--- src/rtl/nrisc_ula_mdu.sv ---
// NRISC registered ALU with iterative unsigned multiply/divide and valid/busy/done handshake.
// Optional overflow flag (ULA_flags[3] = V) is compiled in with `define ULA_OVF_FLAG_EN.
module nrisc_ula_mdu #(
  parameter  int TAM   = 16,
  localparam int CNT_W = $clog2(TAM) + 1
) (
  input  logic           clk,
  input  logic           rst,
  input  logic [TAM-1:0] ULA_A,
  input  logic [TAM-1:0] ULA_B,
  input  logic [3:0]     ULA_ctrl,
  input  logic           ULA_valid,
  output logic           ULA_busy,
  output logic           ULA_done,
  output logic [TAM-1:0] ULA_OUT,
  output logic [TAM-1:0] ULA_HI,
`ifdef ULA_OVF_FLAG_EN
  output logic [3:0]     ULA_flags
`else
  output logic [2:0]     ULA_flags
`endif
);

  typedef enum logic [1:0] {
    IDLE = 2'd0,
    MUL  = 2'd1,
    DIV  = 2'd2
  } state_t;

  state_t             state_q, state_d;
  logic [CNT_W-1:0]   cnt_q, cnt_d;
  logic [2*TAM-1:0]   acc_q, acc_d;
  logic [TAM-1:0]     a_q, a_d, b_q, b_d;
  logic [TAM-1:0]     out_q, out_d, hi_q, hi_d;
  logic [2:0]         nzc_q, nzc_d;
  logic               done_q, done_d;
`ifdef ULA_OVF_FLAG_EN
  logic               v_q, v_d;
  logic               res_v;
`endif

  // Result write port shared by every path that completes an operation.
  logic               wr;
  logic [TAM-1:0]     res_out, res_hi;
  logic               res_c;

  logic [TAM:0]       sum, diff;
  logic [TAM:0]       mul_sum;
  logic [TAM:0]       div_sh;

  assign sum  = {1'b0, ULA_A} + {1'b0, ULA_B};
  assign diff = {1'b0, ULA_A} - {1'b0, ULA_B};

  // Shift-add step: conditionally add A into the high half, then shift right.
  assign mul_sum = {1'b0, acc_q[2*TAM-1:TAM]} + (acc_q[0] ? {1'b0, a_q} : '0);
  // Restoring step: high half is the partial remainder, low half the shifting dividend/quotient.
  assign div_sh  = {acc_q[2*TAM-1:TAM], acc_q[TAM-1]};

  always_comb begin
    state_d = state_q;
    cnt_d   = cnt_q;
    acc_d   = acc_q;
    a_d     = a_q;
    b_d     = b_q;
    out_d   = out_q;
    hi_d    = hi_q;
    nzc_d   = nzc_q;
    done_d  = 1'b0;
    wr      = 1'b0;
    res_out = '0;
    res_hi  = '0;
    res_c   = 1'b0;
`ifdef ULA_OVF_FLAG_EN
    v_d     = v_q;
    res_v   = 1'b0;
`endif

    unique case (state_q)
      IDLE: begin
        if (ULA_valid) begin
          a_d   = ULA_A;
          b_d   = ULA_B;
          cnt_d = '0;
          case (ULA_ctrl)
            4'b1000: begin
              state_d = MUL;
              acc_d   = {{TAM{1'b0}}, ULA_B};
            end
            4'b1001: begin
              state_d = DIV;
              acc_d   = {{TAM{1'b0}}, ULA_A};
            end
            default: begin
              wr = 1'b1;
              case (ULA_ctrl)
                4'b0000: begin
                  res_out = sum[TAM-1:0];
                  res_c   = sum[TAM];
`ifdef ULA_OVF_FLAG_EN
                  res_v   = (ULA_A[TAM-1] == ULA_B[TAM-1]) && (sum[TAM-1] != ULA_A[TAM-1]);
`endif
                end
                4'b0001: begin
                  res_out = diff[TAM-1:0];
                  res_c   = diff[TAM];
`ifdef ULA_OVF_FLAG_EN
                  res_v   = (ULA_A[TAM-1] != ULA_B[TAM-1]) && (diff[TAM-1] != ULA_A[TAM-1]);
`endif
                end
                4'b0010: res_out = ULA_A & ULA_B;
                4'b0011: res_out = ULA_A | ULA_B;
                4'b0100: res_out = ULA_A ^ ULA_B;
                4'b0101: begin
                  res_out = {1'b0, ULA_A[TAM-1:1]};
                  res_c   = ULA_A[0];
                end
                4'b0110: begin
                  res_out = {ULA_A[TAM-2:0], 1'b0};
                  res_c   = ULA_A[TAM-1];
                end
                4'b0111: res_out = ~ULA_A;
                4'b1101: res_out = {ULA_A[0], ULA_A[TAM-1:1]};
                4'b1110: res_out = {ULA_A[TAM-2:0], ULA_A[TAM-1]};
                default: res_out = '0;
              endcase
            end
          endcase
        end
      end

      MUL: begin
        if (cnt_q == CNT_W'(TAM)) begin
          wr      = 1'b1;
          res_out = acc_q[TAM-1:0];
          res_hi  = acc_q[2*TAM-1:TAM];
          res_c   = |acc_q[2*TAM-1:TAM];
          state_d = IDLE;
        end else begin
          acc_d = {mul_sum, acc_q[TAM-1:1]};
          cnt_d = cnt_q + 1'b1;
        end
      end

      DIV: begin
        if (b_q == '0) begin
          wr      = 1'b1;
          res_out = '1;
          res_hi  = a_q;
          res_c   = 1'b1;
          state_d = IDLE;
        end else if (cnt_q == CNT_W'(TAM)) begin
          wr      = 1'b1;
          res_out = acc_q[TAM-1:0];
          res_hi  = acc_q[2*TAM-1:TAM];
          state_d = IDLE;
        end else begin
          if (div_sh >= {1'b0, b_q}) begin
            acc_d = {div_sh[TAM-1:0] - b_q, acc_q[TAM-2:0], 1'b1};
          end else begin
            acc_d = {div_sh[TAM-1:0], acc_q[TAM-2:0], 1'b0};
          end
          cnt_d = cnt_q + 1'b1;
        end
      end

      default: state_d = IDLE;
    endcase

    if (wr) begin
      out_d  = res_out;
      hi_d   = res_hi;
      nzc_d  = {res_out[TAM-1], (res_out == '0), res_c};
      done_d = 1'b1;
`ifdef ULA_OVF_FLAG_EN
      v_d    = res_v;
`endif
    end
  end

  always_ff @(posedge clk) begin
    if (rst) begin
      state_q <= IDLE;
      cnt_q   <= '0;
      acc_q   <= '0;
      a_q     <= '0;
      b_q     <= '0;
      out_q   <= '0;
      hi_q    <= '0;
      nzc_q   <= '0;
      done_q  <= 1'b0;
`ifdef ULA_OVF_FLAG_EN
      v_q     <= 1'b0;
`endif
    end else begin
      state_q <= state_d;
      cnt_q   <= cnt_d;
      acc_q   <= acc_d;
      a_q     <= a_d;
      b_q     <= b_d;
      out_q   <= out_d;
      hi_q    <= hi_d;
      nzc_q   <= nzc_d;
      done_q  <= done_d;
`ifdef ULA_OVF_FLAG_EN
      v_q     <= v_d;
`endif
    end
  end

  assign ULA_busy = (state_q != IDLE);
  assign ULA_done = done_q;
  assign ULA_OUT  = out_q;
  assign ULA_HI   = hi_q;
`ifdef ULA_OVF_FLAG_EN
  assign ULA_flags = {v_q, nzc_q};
`else
  assign ULA_flags = nzc_q;
`endif

endmodule

--- config.mk ---
export PLATFORM = sky130hd
export DESIGN_NAME = nrisc_ula_mdu
export DESIGN_NICKNAME = d
export VERILOG_FILES = /design/src/rtl/nrisc_ula_mdu.sv
export SDC_FILE = /design/constraint.sdc
export NUM_CORES = 1
export LEC_CHECK = 0
export ABC_AREA = 1
export CAP_MARGIN = 20
export CORE_UTILIZATION = 70
export DETAILED_ROUTE_END_ITERATION = 12
export DONT_BUFFER_PORTS = 1
export PLACE_DENSITY_LB_ADDON = 0.1
export SLEW_MARGIN = 20
export SYNTH_ARGS = -nofsm -noshare
export SYNTH_HDL_FRONTEND = slang
export SYNTH_SLANG_ARGS = --single-unit
--- constraint.sdc ---
create_clock -name clk -period 8 [get_ports clk]
set_input_delay 2.4 -clock clk [delete_from_list [all_inputs] [get_ports clk]]
set_output_delay 2.4 -clock clk [all_outputs]
set_load 0.005 [all_outputs]
==> metrics.txt, run 1 <==
row cnt=43; Final ANT Viol Nets=0; area of the mapped netlist=between 0.009 and 0.01 mm²; first-pass GRT wire length=around 54000 µm; most numerous cell in the Yosys netlist=nand2_1; CTS tree=built; largest cells by area after synthesis=dfxtp_1 21%, nand2_1 14%, ha_1 11%, inv_1 9.0%, o21ai_0 7.8%; min cycle time layout=about 4.5 ns; proportion of netlist area held by the largest area contributor=21.4%; Largest stage delay, worst path=about 0.38 ns; yosys warns=0; worst-path cell chain=ha_1 -> inv_1 -> fa_1 -> inv_1 -> nand3_1 -> nand3_1 -> a21oi_1 -> or2_2 -> nand3_1 -> nand3_1 -> nand2_1 -> o211ai_1 -> nand2_1 -> nand2_1 -> nor2_1 -> nand2_1 -> a21oi_1; Slew Limit Fails=0; Worst Max-Slew Pin Slew=roughly 1.2 ns; cts bufs inserted=9; Pleak=0.00500 µW; P_sw=626 µW; die footprint=0.0146 mm²; # clock sinks=106; Routed Wire Length=between 30000 and 40000 µm; CP arrival=4.83 ns; die height=roughly 120 µm; area leader, netlist=dfxtp_1; Seq cells post-synth=106; vias in the first global route=10292; drc violations=0; Slew HR=22.2%; DP HPWL=approximately 26000 µm; Final setup viols=0; combinational power share=between 30 and 40%; Die Wd=between 100 and 150 µm; htree depth=3; Synth Flop Type=dfxtp_1; clk slew on worst S/H paths=0.08 ns; via-per-instance ratio=about 6.5; delay-heaviest family, CP=simple AND/OR/NAND/NOR gates; Initial DRC Count=1850; Setup TNS=0 ns; DR vias=11443; Seq. cell area=roughly 0.0021 mm²; placed cell area=roughly 0.01 mm²; Tot GR Track Use=between 40% and 50%; number of antenna diodes=0; Final period util=56.6%; Avg Cell Area, Syn=between 6 and 7 µm²; Setup CP Type=in -> reg; RSZ-0062 raised after global routing=no; Clock Power Share=28.3%; post-route cell area=0.0101 mm²; worst skew pair latency=0.37 ns; post-CTS sizing=0; largest net degree at the start of global routing=58; core outline area=0.0138 mm²; Final Hold Viols=0; share of layout cells above drive strength 1=roughly 3.9%; Netlist cell types=47; sequential fraction of design power=38.5%; EDFF count, synth=0; GPL Wtd Cong=1.11; initial core utilization=71.6%; final clock skew=0.0150 ns; Required @ worst endpoint=8.30 ns; multi-input logic area=0.00653 mm²; drt pass-1 iters=10; total setup buffers inserted after CTS=0; Worst setup SP type=input pin; Seq/Total Area, Yosys=21.4%; GRT overflow=0; worst path buffer plus inverter count=2; CTS Buffer Depth=2; Synth Net Count=1752; initial antenna violation count=0; fmax=221 MHz; synth cell count leaders=372 x nand2_1, 238 x inv_1, 154 x o21ai_0; io pins=76; Sw Ratio=roughly two fifths; Port Buffer Count=0; Crit. End Element=register; post-synthesis cell count=about 1600; crit-path max FO=4; Fill cells=1189; final setup margin=3.48 ns; cts hold-fix bufs=0; worst hold path type=reg -> reg; CP max-delay cell=fa_1; Final #Nets=1699; ys async rst share=0%; Max Cap Viol=0; P&R area growth vs syn=2.32%; Peak supply drop=about 0.00011 V; Worst Hold Margin=0.477 ns; CTS root buf=clkbuf_16; Internal=950 µW; average wire per standard cell=approximately 20 µm; post-placement worst setup slack=3.14 ns; Pwr Density=155 mW/mm²; status=complete, no violations
-- power groups by stage --
stage	clock, µW	combinational, µW	sequential [µW]
final	446	524	607
after detailed placement	0	495	616
after CTS	440	499	604
after floorplan	0	385	604
after global routing	458	566	611
after global placement	0	487	614
-- per-stage QoR --
step	instances	total power [µW]	util [%]
after global routing	1752	1630	73.3
after floorplan	1620	989	-
after detailed placement	1736	1110	71.2
after CTS	1752	1540	73.3
final	1752	1580	73.3
after global placement	1736	1100	71.2
-- logic make-up (layout without fill, tap and decap cells) --
family	Yosys count	after routing	share of synthesized area, %
compound gates	402	402	22.9
flops	106	106	21.4
buf+inv	320	272	12.8
xor+xnor	14	14	1.24
simple gates	685	685	29.7
fa+ha+maj	93	93	12.0
-- worst min-delay path: stages, from the launching register on --
cell and delay [ns]:
dfxtp_1 0.32, inv_1 0.06, a21oi_1 0.05
-- layout by cell type, fill, tap and decap left out, drive strengths merged, types with 3 or more instances in the layout --
cell type	synthesis	routed
a211oi	7	7
a21oi	139	139
a22oi	16	16
a31oi	5	5
and2	4	4
buf	30	5
clkbuf	39	11
dfxtp	106	106
fa	4	4
ha	89	89
inv	251	254
nand2	384	384
nand3	141	141
nand3b	3	3
nand4	9	9
nor2	105	105
nor3	23	23
nor4	10	10
o211ai	16	16
o21ai	161	161
o21bai	4	4
o221ai	14	14
o22ai	30	30
or2	4	4
xnor2	5	5
xor2	9	9
-- per-layer routing --
layer / track usage (%) / wire length (µm) / share of wire [%] / vias to the layer above
met1: 56.0 / 12400 / 35 / 5075
met2: 74.9 / 15200 / 43 / 866
met5: 0 / 0 / 0 / -
met4: 38.3 / 3440 / 9.6 / 0
met3: 14.5 / 4660 / 13 / 236
li1: - / - / - / 5266
-- final cells by class --
cell class,count,area share [%]
clock inverter,5,0.420
timing repair buffer,5,0.370
tap,180,2.22
sequential,106,20.9
clock buffer,11,2.39
inverter,251,9.29
multi-input combinational,1194,64.4
-- state kept, by name (all words and copies together), names as in the netlist --
name and count:
a_q 16, ULA_HI 16, b_q 16, ULA_OUT 16
ULA_done 1, state_q 2, ULA_flags 2, acc_q 32
cnt_q 5
-- path summary, 6_finish.rpt --
check	start	cells after the start	endpoint	slack, ns
setup / recovery	ULA_A[0]	17	ULA_flags[1]	3.48
hold / removal	a_q[15]	2	a_q[15]	0.48
setup reg to reg	state_q[0]	11	ULA_OUT[3]	4.30
hold reg to reg	a_q[15]	2	a_q[15]	0.48
Note: power is estimated with default switching activity, not from simulation.
==> inputs of run 2 (changes only) <==
--- a/config.mk
+++ b/config.mk
@@ -7,7 +7,7 @@
 export LEC_CHECK = 0
 export ABC_AREA = 1
 export CAP_MARGIN = 20
-export CORE_UTILIZATION = 70
+export CORE_UTILIZATION = 66
 export DETAILED_ROUTE_END_ITERATION = 12
 export DONT_BUFFER_PORTS = 1
 export PLACE_DENSITY_LB_ADDON = 0.1
==> constraint.sdc (replaced) <==
create_clock -name clk -period 4.7 [get_ports clk]
set_input_delay 1.41 -clock clk [delete_from_list [all_inputs] [get_ports clk]]
set_output_delay 1.41 -clock clk [all_outputs]
set_load 0.005 [all_outputs]
==> run 2 against run 1 <==
Against the previous run:
- sequential power grew 70%
- final cell count grew 0.57%
- first-iteration DRC count shrank 14%
==> metrics.txt, run 2 (synthesized netlist as in run 1, its figures left out) <==
initial antenna violation count=1 (+1); Worst Hold Margin=0.474 ns (-0.00272 ns); commonest non-fill, non-tap cell in the layout=nand2_1; RSZ-0062 raised after global routing=no; Crit. End Element=register; DP HPWL=26300 µm (-0.39%); max reg flops=32 (unchanged); P&R area growth vs syn=3.07%; drc violations=0 (unchanged); Biggest register=acc_q; status=complete, no violations; clk slew on worst S/H paths=0.09 ns (about the same); io pins=76 (unchanged); core outline area=0.0146 mm² (+5.5%); share of layout cells above drive strength 1=4.19% (+0.30 points); Required @ worst endpoint=5.00 ns (-3.30 ns); Slew HR=28.6% (+6.3 points); post-route cell area=0.0102 mm² (+0.73%); largest net degree at the start of global routing=55 (-5.2%); initial core utilization=67.9% (-3.7 points); GPL Wtd Cong=1.03 (-7.6%); Seq. cell area=0.00212 mm² (unchanged); worst hold path type=reg -> reg; Final Hold Viols=0 (unchanged); vias in the first global route=10312 (+0.19%); drt pass-1 iters=8 (-2); # clock sinks=106 (unchanged); placed cell area=0.00989 mm² (+0.43%); Slew Limit Fails=0 (unchanged); fmax=280 MHz; htree depth=3 (unchanged); Tot GR Track Use=44.9% (-3.7 points); Fill cells=1337 (+12%); worst skew pair latency=0.37 ns (about the same); CTS root buf=clkbuf_16; cts hold-fix bufs=0 (unchanged); Routed Wire Length=35000 µm (-1.8%); post-CTS sizing=0 (unchanged); commonest non-fill, non-tap cells in the layout=372 x nand2_1, 237 x inv_1, 154 x o21ai_0; placed insts=1745 (+0.52%); Port Buffer Count=0 (unchanged); crit-path max FO=31 (+27); Worst Max-Slew Pin Slew=1.06 ns (-0.0973 ns); Max Cap Viol=0 (unchanged); Final setup viols=0 (unchanged); Final #Nets=1704 (+0.29%); CTS Buffer Depth=2 (unchanged); total setup buffers inserted after CTS=0 (unchanged); Setup TNS=0 ns (unchanged); Die Wd=125 µm (+2.9%); GRT overflow=0 (unchanged); Setup CP Type=reg -> reg; Final period util=76.1%; Layout Utilization=70.0% (-3.3 points); die height=125 µm (+2.9%); final clock skew=0.0154 ns (+0.000392 ns); min cycle time layout=3.58 ns; multi-input logic area=0.00652 mm² (about the same); first-pass GRT wire length=55100 µm (+1.7%); Pwr Density=268 mW/mm² (+72%); fin cells=1762 (+0.57%); row cnt=44 (+2.3%); CTS tree=built; CP arrival=3.87 ns (-0.96 ns); Peak supply drop=0.000245 V (+120%); cts bufs inserted=9 (unchanged); average wire per standard cell=19.9 µm (-2.4%); Initial DRC Count=1592 (-14%); Pleak=0.00503 µW (+0.55%); Worst setup SP type=register; via-per-instance ratio=6.38 (-2.3%); Final ANT Viol Nets=0 (unchanged); DR vias=11238 (-1.8%); die footprint=0.0155 mm² (+6.0%)
-- run 2: cell types whose count changed in the layout (fill, tap and decap cells not counted), sizes merged --
cell,previous run,this run
clkbuf,11,9
buf,5,10
inv,254,253
diode,0,1
bufinv,0,1
clkinvlp,0,2
-- run 2: worst max-delay path, cell delays in order, from the launching register on --
cell     delay, ns
dfxtp_1       0.39
inv_1         0.08
ha_1          0.19
buf_4         0.23
inv_1         0.47
nand2_1       0.16
nand2_2       0.32
inv_2         0.12
nor3_2        0.22
buf_4         0.34
inv_2         0.27
nor2_4        0.43
nand2_1       0.11
a21oi_1       0.15
-- run 2: final timing paths --
check / cells after the start / slack, ns / from / endpoint
worst max-delay path: 13 / 1.12 / state_q[0] / acc_q[24]
worst min-delay path: 2 / 0.47 / a_q[7] / a_q[7]
worst max register to register: 13 / 1.12 / state_q[0] / acc_q[24]
worst min register to register: 2 / 0.47 / a_q[7] / a_q[7]
-- run 2: cell type report --
class | count | area share [%]
multi-input combinational | 1194 | 63.9
inverter | 251 | 9.23
clock inverter | 7 | 0.907
clock buffer | 9 | 2.21
tap | 184 | 2.25
sequential | 106 | 20.8
timing repair buffer | 10 | 0.735
antenna | 1 | 0.0245
-- run 2: per-stage QoR --
stage	setup slack (ns)	power, µW
finish	1.12	2740
global route	0.939	2860
CTS	1.19	2700
detailed placement	0.897	1890
global placement	0.868	1880
floorplan	1.39	1680
-- run 2: routing by layer --
| layer | global-route usage, % | wire [µm] |
|---|---|---|
| met1 | 53.7 | 12900 |
| met2 | 71.6 | 15700 |
| met5 | 0 | 0 |
| met4 | 32.8 | 2870 |
| met3 | 8.59 | 3540 |
-- run 2: power by group --
part / internal, µW / switching (µW)
clock network: 428 / 393
registers: 975 / 55.1
logic: 262 / 626
